$ cat config.mk
export PLATFORM = sky130hd
export DESIGN_NAME = controller_sequencer
export DESIGN_NICKNAME = d
export VERILOG_FILES = /design/src/rtl/controller_sequencer.sv
export SDC_FILE = /design/constraint.sdc
export NUM_CORES = 1
export LEC_CHECK = 0
export ABC_AREA = 0
export CORE_UTILIZATION = 36
export DETAILED_ROUTE_END_ITERATION = 10
export MAX_ROUTING_LAYER = met4
export PLACE_DENSITY = 0.74
export SYNTH_ARGS = -nofsm -noshare
export SYNTH_HDL_FRONTEND = slang
export SYNTH_SLANG_ARGS = --single-unit
$ cat constraint.sdc
create_clock -name clock -period 1.35 [get_ports clock]
set_input_delay 0.27 -clock clock [delete_from_list [all_inputs] [get_ports clock]]
set_output_delay 0.27 -clock clock [all_outputs]
set_load 0.01 [all_outputs]
$ cat src/rtl/controller_sequencer.sv
// Microcoded-style control sequencer for a SAP-1 class CPU: six-state T ring plus a HALT sink.
// Control outputs decode combinationally from the ring state, the live opcode (T4) and the captured opcode (T5/T6).
module controller_sequencer (
    input  logic       clock,
    input  logic       reset,
    input  logic       enable,
    input  logic [3:0] opcode,
    output logic       pc_increment,
    output logic       pc_output,
    output logic       load_mar,
    output logic       ram_output,
    output logic       load_i,
    output logic       ir_output,
    output logic       load_a,
    output logic       a_output,
    output logic       sub,
    output logic       alu_output,
    output logic       load_b,
    output logic       load_out,
    output logic [5:0] t_state,
    output logic       halted
);

    localparam logic [3:0] OP_LDA = 4'b0000;
    localparam logic [3:0] OP_ADD = 4'b0001;
    localparam logic [3:0] OP_SUB = 4'b0010;
    localparam logic [3:0] OP_OUT = 4'b1110;
    localparam logic [3:0] OP_HLT = 4'b1111;

    typedef enum logic [2:0] {
        S_T1   = 3'd0,
        S_T2   = 3'd1,
        S_T3   = 3'd2,
        S_T4   = 3'd3,
        S_T5   = 3'd4,
        S_T6   = 3'd5,
        S_HALT = 3'd6
    } state_t;

    state_t     state_q, state_d;
    logic [3:0] opcode_q, opcode_d;
    logic       halted_q, halted_d;

    // Next state: everything holds unless enable is high; HALT is only left through reset.
    always_comb begin
        state_d  = state_q;
        opcode_d = opcode_q;
        halted_d = halted_q;
        if (enable) begin
            case (state_q)
                S_T1: state_d = S_T2;
                S_T2: state_d = S_T3;
                S_T3: state_d = S_T4;
                S_T4: begin
                    opcode_d = opcode;
                    if (opcode == OP_HLT) begin
                        state_d  = S_HALT;
                        halted_d = 1'b1;
                    end else begin
                        state_d = S_T5;
                    end
                end
                S_T5:    state_d = S_T6;
                S_T6:    state_d = S_T1;
                S_HALT:  state_d = S_HALT;
                default: state_d = S_T1;
            endcase
        end
    end

    always_ff @(posedge clock) begin
        if (reset) begin
            state_q  <= S_T1;
            opcode_q <= 4'b0000;
            halted_q <= 1'b0;
        end else begin
            state_q  <= state_d;
            opcode_q <= opcode_d;
            halted_q <= halted_d;
        end
    end

    // Control word decode; a disabled, resetting or halted sequencer drives nothing.
    always_comb begin
        pc_increment = 1'b0;
        pc_output    = 1'b0;
        load_mar     = 1'b0;
        ram_output   = 1'b0;
        load_i       = 1'b0;
        ir_output    = 1'b0;
        load_a       = 1'b0;
        a_output     = 1'b0;
        sub          = 1'b0;
        alu_output   = 1'b0;
        load_b       = 1'b0;
        load_out     = 1'b0;
        if (enable && !reset && !halted_q) begin
            case (state_q)
                S_T1: begin
                    pc_output = 1'b1;
                    load_mar  = 1'b1;
                end
                S_T2: pc_increment = 1'b1;
                S_T3: begin
                    ram_output = 1'b1;
                    load_i     = 1'b1;
                end
                S_T4: begin
                    case (opcode)
                        OP_LDA, OP_ADD, OP_SUB: begin
                            ir_output = 1'b1;
                            load_mar  = 1'b1;
                        end
                        OP_OUT: begin
                            a_output = 1'b1;
                            load_out = 1'b1;
                        end
                        default: ;
                    endcase
                end
                S_T5: begin
                    case (opcode_q)
                        OP_LDA: begin
                            ram_output = 1'b1;
                            load_a     = 1'b1;
                        end
                        OP_ADD, OP_SUB: begin
                            ram_output = 1'b1;
                            load_b     = 1'b1;
                        end
                        default: ;
                    endcase
                end
                S_T6: begin
                    case (opcode_q)
                        OP_ADD: begin
                            alu_output = 1'b1;
                            load_a     = 1'b1;
                        end
                        OP_SUB: begin
                            alu_output = 1'b1;
                            load_a     = 1'b1;
                            sub        = 1'b1;
                        end
                        default: ;
                    endcase
                end
                default: ;
            endcase
        end
    end

    always_comb begin
        case (state_q)
            S_T1:    t_state = 6'b000001;
            S_T2:    t_state = 6'b000010;
            S_T3:    t_state = 6'b000100;
            S_T4:    t_state = 6'b001000;
            S_T5:    t_state = 6'b010000;
            S_T6:    t_state = 6'b100000;
            default: t_state = 6'b000000;
        endcase
    end

    assign halted = halted_q;

endmodule

==> impl_metrics.csv, run 1 <==
group,metric,value,unit
global_routing,grt_pass1_wl,3620,um
pwr,leakage,0.596,nW
sta,min_period,1.95,ns
global_routing,first_global_vias,807,
status,status,"finished with violations",
routing,postRouteWirelength,2940,um
synth,synth_seq_area_share,0.278,
sta,maxSlewViolCount,0,
place,io_buffers,25,
place,dp_cells,140,
synth,yosys_warnings,0,
synth,async_flop_share,0,
layout,multi_input_area,507,um^2
critical_path,cp_cell_sequence,"nand2_2, or4_4, buf_6, nor4_4, buf_2",
sta,tightest_slew,0.313,ns
global_routing,grt_max_degree,11,
synth,yosys-top-cells-area,"dfxtp_1, nand2_1, a21oi_1",
synth,netlist_instances,74,
global_routing,grt-ovfl-total,0,
critical_path,cp_max_fo,4,
pwr,vdd_drop_max,0.587,mV
floorplanning,start_util,0.382,
sta,fmax,0.513,GHz
pwr,p_sw_frac,0.302,
critical_path,start_kind,"register",
floorplanning,num_rows,14,
layout,fin_nets,154,
place,gp_congestion,0.780,
synth,synth_mux_area_frac,0,
layout,drive_gt1_frac,0.779,
clock_tree,clock-sinks,8,
critical_path,critPathTopFamily,"simple AND/OR/NAND/NOR gates",
place,dpl_cell_area,0.00106,mm^2
synth,postSynthAreaPerCell,7.78,um^2
synth,synth_seq_cells,8,
clock_tree,cts-htree-levels,1,
critical_path,crit_path_end_kind,"primary output",
sta,setup_slack,-0.599,ns
synth,synth_fp_nets,81,
pwr,p_clk_frac,0.276,
routing,antenna_left,0,
synth,synth_edf_count,0,
worst_hold_path,hp-start,"reset",
synth,synthTopCellsByCount,"nand2_1, a21oi_1, dfxtp_1, nor2_1",
clock_tree,ctsLongestPathBuffers,2,
global_routing,grt_antenna_before_repair,0,
floorplanning,core,0.00151,mm^2
pwr,switchingPower,0.209,mW
synth,synth_largest_area_cell,"dfxtp_1",
routing,drtIter0Drc,30,
floorplanning,dieHeight,42.0,um
routing,wl_per_cell,18.2,um
layout,layout.cells.non_filler,161,
sta,fin_setup_tns,-6.71,ns
layout,final_area,0.00135,mm^2
global_routing,track_usage,0.283,
synth,synth_compound_area_frac,0.137,
clock_tree,cts_root_buffer,"clkbuf_4",
synth,synthSimpleGateAreaFrac,0.489,
routing,drcViolationCount,0,
clock_tree,cts_buffers,3,
layout,fillers,65,
synth,synth_top_family_by_area,"simple AND/OR/NAND/NOR gates",
critical_path,cp_slowest_cell,"or4_4",
synth,ys.flop_type,"dfxtp_1",
sta,post-route-period-util,1.44,
sta,rsz0062_at_grt,"true",
sta,hold_viol_final,0,
pwr,powerDensity,511,mW/mm^2
critical_path,crit_required,1.08,ns
routing,viasPerCell,5.66,
floorplanning,num_io_pins,26,
layout,area_growth,135,%
pwr,combPwrFrac,0.367,
layout,n_antenna_cell,0,
critical_path,path_buf_inv,2,
sta,clock_skew,0.00207,ns
pwr,power_frac_seq,0.357,
synth,synth_top_area_frac,0.278,
critical_path,crit_start,"state_q[0]$_SDFFE_PP0P_",
floorplanning,die_area,0.00176,mm^2
status,violations,"negative setup slack",
critical_path,crit_path_max_incr_delay,0.54,ns
place,dpl.hpwl,1500,um
worst_hold_path,min_path_type,"input port to register",
critical_path,crit_arrival,1.68,ns
pwr,internal_power,0.483,mW
sta,slew_headroom,0.790,
critical_path,r2r-start,"state_q[1]$_SDFFE_PP0P_",
synth,synth_cell_types,32,
clock_tree,cts_tree,"done",
floorplanning,die_x,42.0,um
synth,synth_xor_area_frac,0.0152,
clock_tree,clock_latency,0.26,ns
flow_run,maxCapViolCount,0,
sta,setup_viol,21,
critical_path,path_class,"register to primary output",
routing,first_pass_iters,4,
synth,syn-cell-area,576,um^2
clock_tree,path_clk_slew,0.06,ns
synth,yosys.cell_count.top_type,"nand2_1",
layout,layout.area.seq,168,um^2
synth,synth_fa_ha_area_frac,0,
routing,vias,912,
-- cell type report --
class                      count  area share
timing repair buffer          73       0.463
inverter                       2     0.00740
sequential                     8       0.124
multi-input combinational     59       0.375
clock buffer                   3      0.0167
tap                           16      0.0148
-- power groups by stage --
stage                     combinational [mW]  sequential, mW  clock, mW
after floorplan                       0.0665           0.250          0
after global placement                 0.162           0.250          0
after detailed placement               0.167           0.251          0
after CTS                              0.198           0.245      0.189
after global routing                   0.264           0.247      0.201
final                                  0.254           0.247      0.191
-- path summary, 6_finish.rpt --
check,end,cells after the start,slack [ns]
setup / recovery,sub,5,-0.60
hold / removal,state_q[1]$_SDFFE_PP0P_,3,0.53
setup reg to reg,opcode_q[2]$_SDFFE_PP0P_,8,-0.01
hold reg to reg,opcode_q[3]$_SDFFE_PP0P_,3,0.65
-- timing repair --
action,CTS,global route
setup endpoints to repair,19,20
hold buffers,0,0
gates resized for setup,97,40
endpoints found under the hold margin,0,0
buffers inserted,9,10
pin swaps,13,10
-- layout by cell type (no fill, tap or decap), drive strengths merged --
cell and instances:
clkbuf 4, clkdlybuf4s50 1, dfxtp 8, a211o 1, nor2 8, inv 2, nand4b 1, nand4 2
nor3b 3, nand3 1, and4b 1, dlygate4sd2 5, xor2 1, a31oi 1, and3 2, nor4 2
o21ba 1, nor3 2, and3b 1, buf 66, nor4b 1, a211oi 1, nand2 16, or4 1
a21oi 9, nand2b 3, or3 1
-- through the flow --
| step | utilization | setup WS [ns] | total power, mW | hold slack [ns] |
|---|---|---|---|---|
| after floorplan | - | -0.228 | 0.316 | 0.405 |
| after detailed placement | 0.702 | -1.02 | 0.417 | 0.596 |
| final | 0.898 | -0.599 | 0.692 | 0.534 |
| after global placement | 0.702 | -0.964 | 0.412 | 0.577 |
| after global routing | 0.898 | -0.646 | 0.712 | 0.540 |
| after CTS | 0.797 | -0.571 | 0.632 | 0.511 |
-- per-layer routing --
layer,track usage,routed length (um)
met5,-,0
met4,0.135,200
met3,0.0431,205
met2,0.525,1500
met1,0.287,1040
-- state kept, by name, indices dropped and copies added, names as in the netlist --
| register | cells |
|---|---|
| halted | 1 |
| opcode_q | 4 |
| state_q | 3 |
-- worst register-to-register path, delay by kind of cell, from the launching register on --
| kind | cells | cell delay (ns) |
|---|---|---|
| AO/OA/AOI/OAI | 1 | 0.05 |
| flip-flops | 1 | 0.32 |
| buffers and inverters | 5 | 0.61 |
| AND/OR/NAND/NOR | 2 | 0.26 |
-- cells by family (layout without fill, tap and decap cells) --
family                 Yosys count  count (layout)
AND/OR/NAND/NOR                 45              45
AO/OA/AOI/OAI                   13              13
flip-flops                       8               8
buffers and inverters            7              78
XOR/XNOR                         1               1
Note: power is estimated with default switching activity, not from simulation.
==> run 2: changes to the inputs <==
--- a/config.mk
+++ b/config.mk
@@ -8,7 +8,6 @@
 export ABC_AREA = 0
 export CORE_UTILIZATION = 36
 export DETAILED_ROUTE_END_ITERATION = 10
-export MAX_ROUTING_LAYER = met4
 export PLACE_DENSITY = 0.74
 export SYNTH_ARGS = -nofsm -noshare
 export SYNTH_HDL_FRONTEND = slang
==> run 2 against run 1 <==
Effect of this change: the flow still finishes with violations (negative setup slack); die area did not move; worst setup slack improved by 0.0029 ns; largest cell class unchanged; flip-flop and latch count did not move; sequential power hardly changed.
==> impl_metrics.csv, run 2 (same netlist as run 1, synthesis figures left out) <==
group,metric,value,unit
layout,fillers,65,
clock_tree,hold_buffers,0,
floorplanning,core,0.00151,mm^2
sta,clock_skew,0.00303,ns
routing,postRouteWirelength,2920,um
critical_path,worst_r2r_path_depth,8,
clock_tree,clock_latency,0.26,ns
sta,tightest_slew,0.329,ns
pwr,switchingPower,0.204,mW
critical_path,crit_arrival,1.68,ns
clock_tree,clock-sinks,8,
global_routing,grt_max_degree,11,
clock_tree,path_clk_slew,0.05,ns
sta,rsz0062_at_grt,"true",
routing,antenna_left,0,
layout,mostFrequentLayoutCells,"buf_4, buf_6, nand2_1, buf_2",
clock_tree,cts_tree,"done",
floorplanning,num_rows,14,
worst_hold_path,min_path_cells,3,
sta,holdWs,0.541,ns
sta,slew_headroom,0.780,
layout,final_common_cell,"buf_4",
layout,largest_reg_flops,4,
layout,regMostFlops,"opcode_q",
pwr,internal_power,0.483,mW
sta,fin_setup_tns,-6.61,ns
layout,final_core_util,0.898,
clock_tree,cts-htree-levels,1,
sta,fmax,0.514,GHz
floorplanning,dieHeight,42.0,um
pwr,powerDensity,508,mW/mm^2
place,io_buffers,25,
layout,layout.cells.non_filler,161,
layout,drive_gt1_frac,0.779,
routing,wl_per_cell,18.1,um
routing,viasPerCell,5.76,
layout,final_area,0.00135,mm^2
sta,min_period,1.95,ns
pwr,leakage,0.596,nW
status,status,"finished with violations",
pwr,power,0.687,mW
place,dp_slack,-1.02,ns
sta,setup_viol,22,
clock_tree,ctsLongestPathBuffers,2,
floorplanning,die_area,0.00176,mm^2
pwr,p_sw_frac,0.298,
critical_path,path_class,"register to primary output",
sta,setup_slack,-0.596,ns
floorplanning,die_x,42.0,um
clock_tree,cts_root_buffer,"clkbuf_4",
global_routing,grt_pass1_wl,3630,um
pwr,vdd_drop_max,0.577,mV
layout,area_growth,135,%
layout,n_antenna_cell,0,
worst_hold_path,min_path_type,"input port to register",
floorplanning,num_io_pins,26,
global_routing,grt_antenna_before_repair,0,
global_routing,first_global_vias,806,
pwr,p_clk_frac,0.272,
routing,drtIter0Drc,18,
clock_tree,cts_buffers,3,
critical_path,start_kind,"register",
pwr,power_frac_seq,0.359,
critical_path,crit_required,1.08,ns
routing,drcViolationCount,0,
sta,hold_viol_final,0,
floorplanning,start_util,0.382,
place,gp_congestion,0.770,
pwr,combPwrFrac,0.369,
status,violations,"negative setup slack",
routing,vias,928,
global_routing,track_usage,0.276,
routing,first_pass_iters,4,
flow_run,maxCapViolCount,0,
sta,post-route-period-util,1.44,
sta,maxSlewViolCount,0,
layout,fin_nets,154,
critical_path,cp_max_fo,4,
place,dp_cells,140,
place,dpl_cell_area,0.00106,mm^2
global_routing,grt-ovfl-total,0,
place,dpl.hpwl,1500,um
critical_path,crit_path_end_kind,"primary output",
## run 2: cell counts in the layout (fill, tap and decap cells not counted)
Identical to the previous run, type by type.
## run 2: what timing repair did
| action | in CTS | in global routing |
|---|---|---|
| pin swaps | 13 | 10 |
| gates resized for setup | 97 | 40 |
| setup buffers | 9 | 10 |
| setup endpoints to repair | 19 | 20 |
| cloned | 0 | 0 |
## run 2: power by group through the flow
stage / logic, mW / clock network, mW / registers [mW]
floorplan: 0.0665 / 0 / 0.250
global placement: 0.162 / 0 / 0.250
detailed placement: 0.167 / 0 / 0.251
CTS: 0.198 / 0.189 / 0.245
global route: 0.264 / 0.201 / 0.247
finish: 0.253 / 0.187 / 0.247
## run 2: path summary, 6_finish.rpt
path / start / endpoint / slack, ns
max: state_q[0]$_SDFFE_PP0P_ / sub / -0.60
min: reset / state_q[1]$_SDFFE_PP0P_ / 0.54
max reg2reg: state_q[1]$_SDFFE_PP0P_ / opcode_q[2]$_SDFFE_PP0P_ / -0.01
min reg2reg: opcode_q[3]$_SDFFE_PP0P_ / opcode_q[3]$_SDFFE_PP0P_ / 0.64
## run 2: layout make-up
class	count	area (um^2)	area share
inverter	2	10.0	0.00740
multi-input combinational	59	507	0.375
tap	16	20.0	0.0148
sequential	8	168	0.124
clock buffer	3	22.5	0.0167
timing repair buffer	73	626	0.463
## run 2: worst max-delay path, cell delays in order (launching register included)
cell and delay, ns:
dfxtp_2 0.38, nand2_2 0.07, or4_4 0.54, buf_6 0.14
nor4_4 0.13, buf_2 0.17
## run 2: metal layers
metal / global-route usage / vias to the layer above / wire length (um)
met5: 0 / - / 0
li1: - / 402 / -
met3: 0.0431 / 22 / 223
met2: 0.525 / 83 / 1480
met1: 0.287 / 421 / 1010
met4: 0.135 / 0 / 204
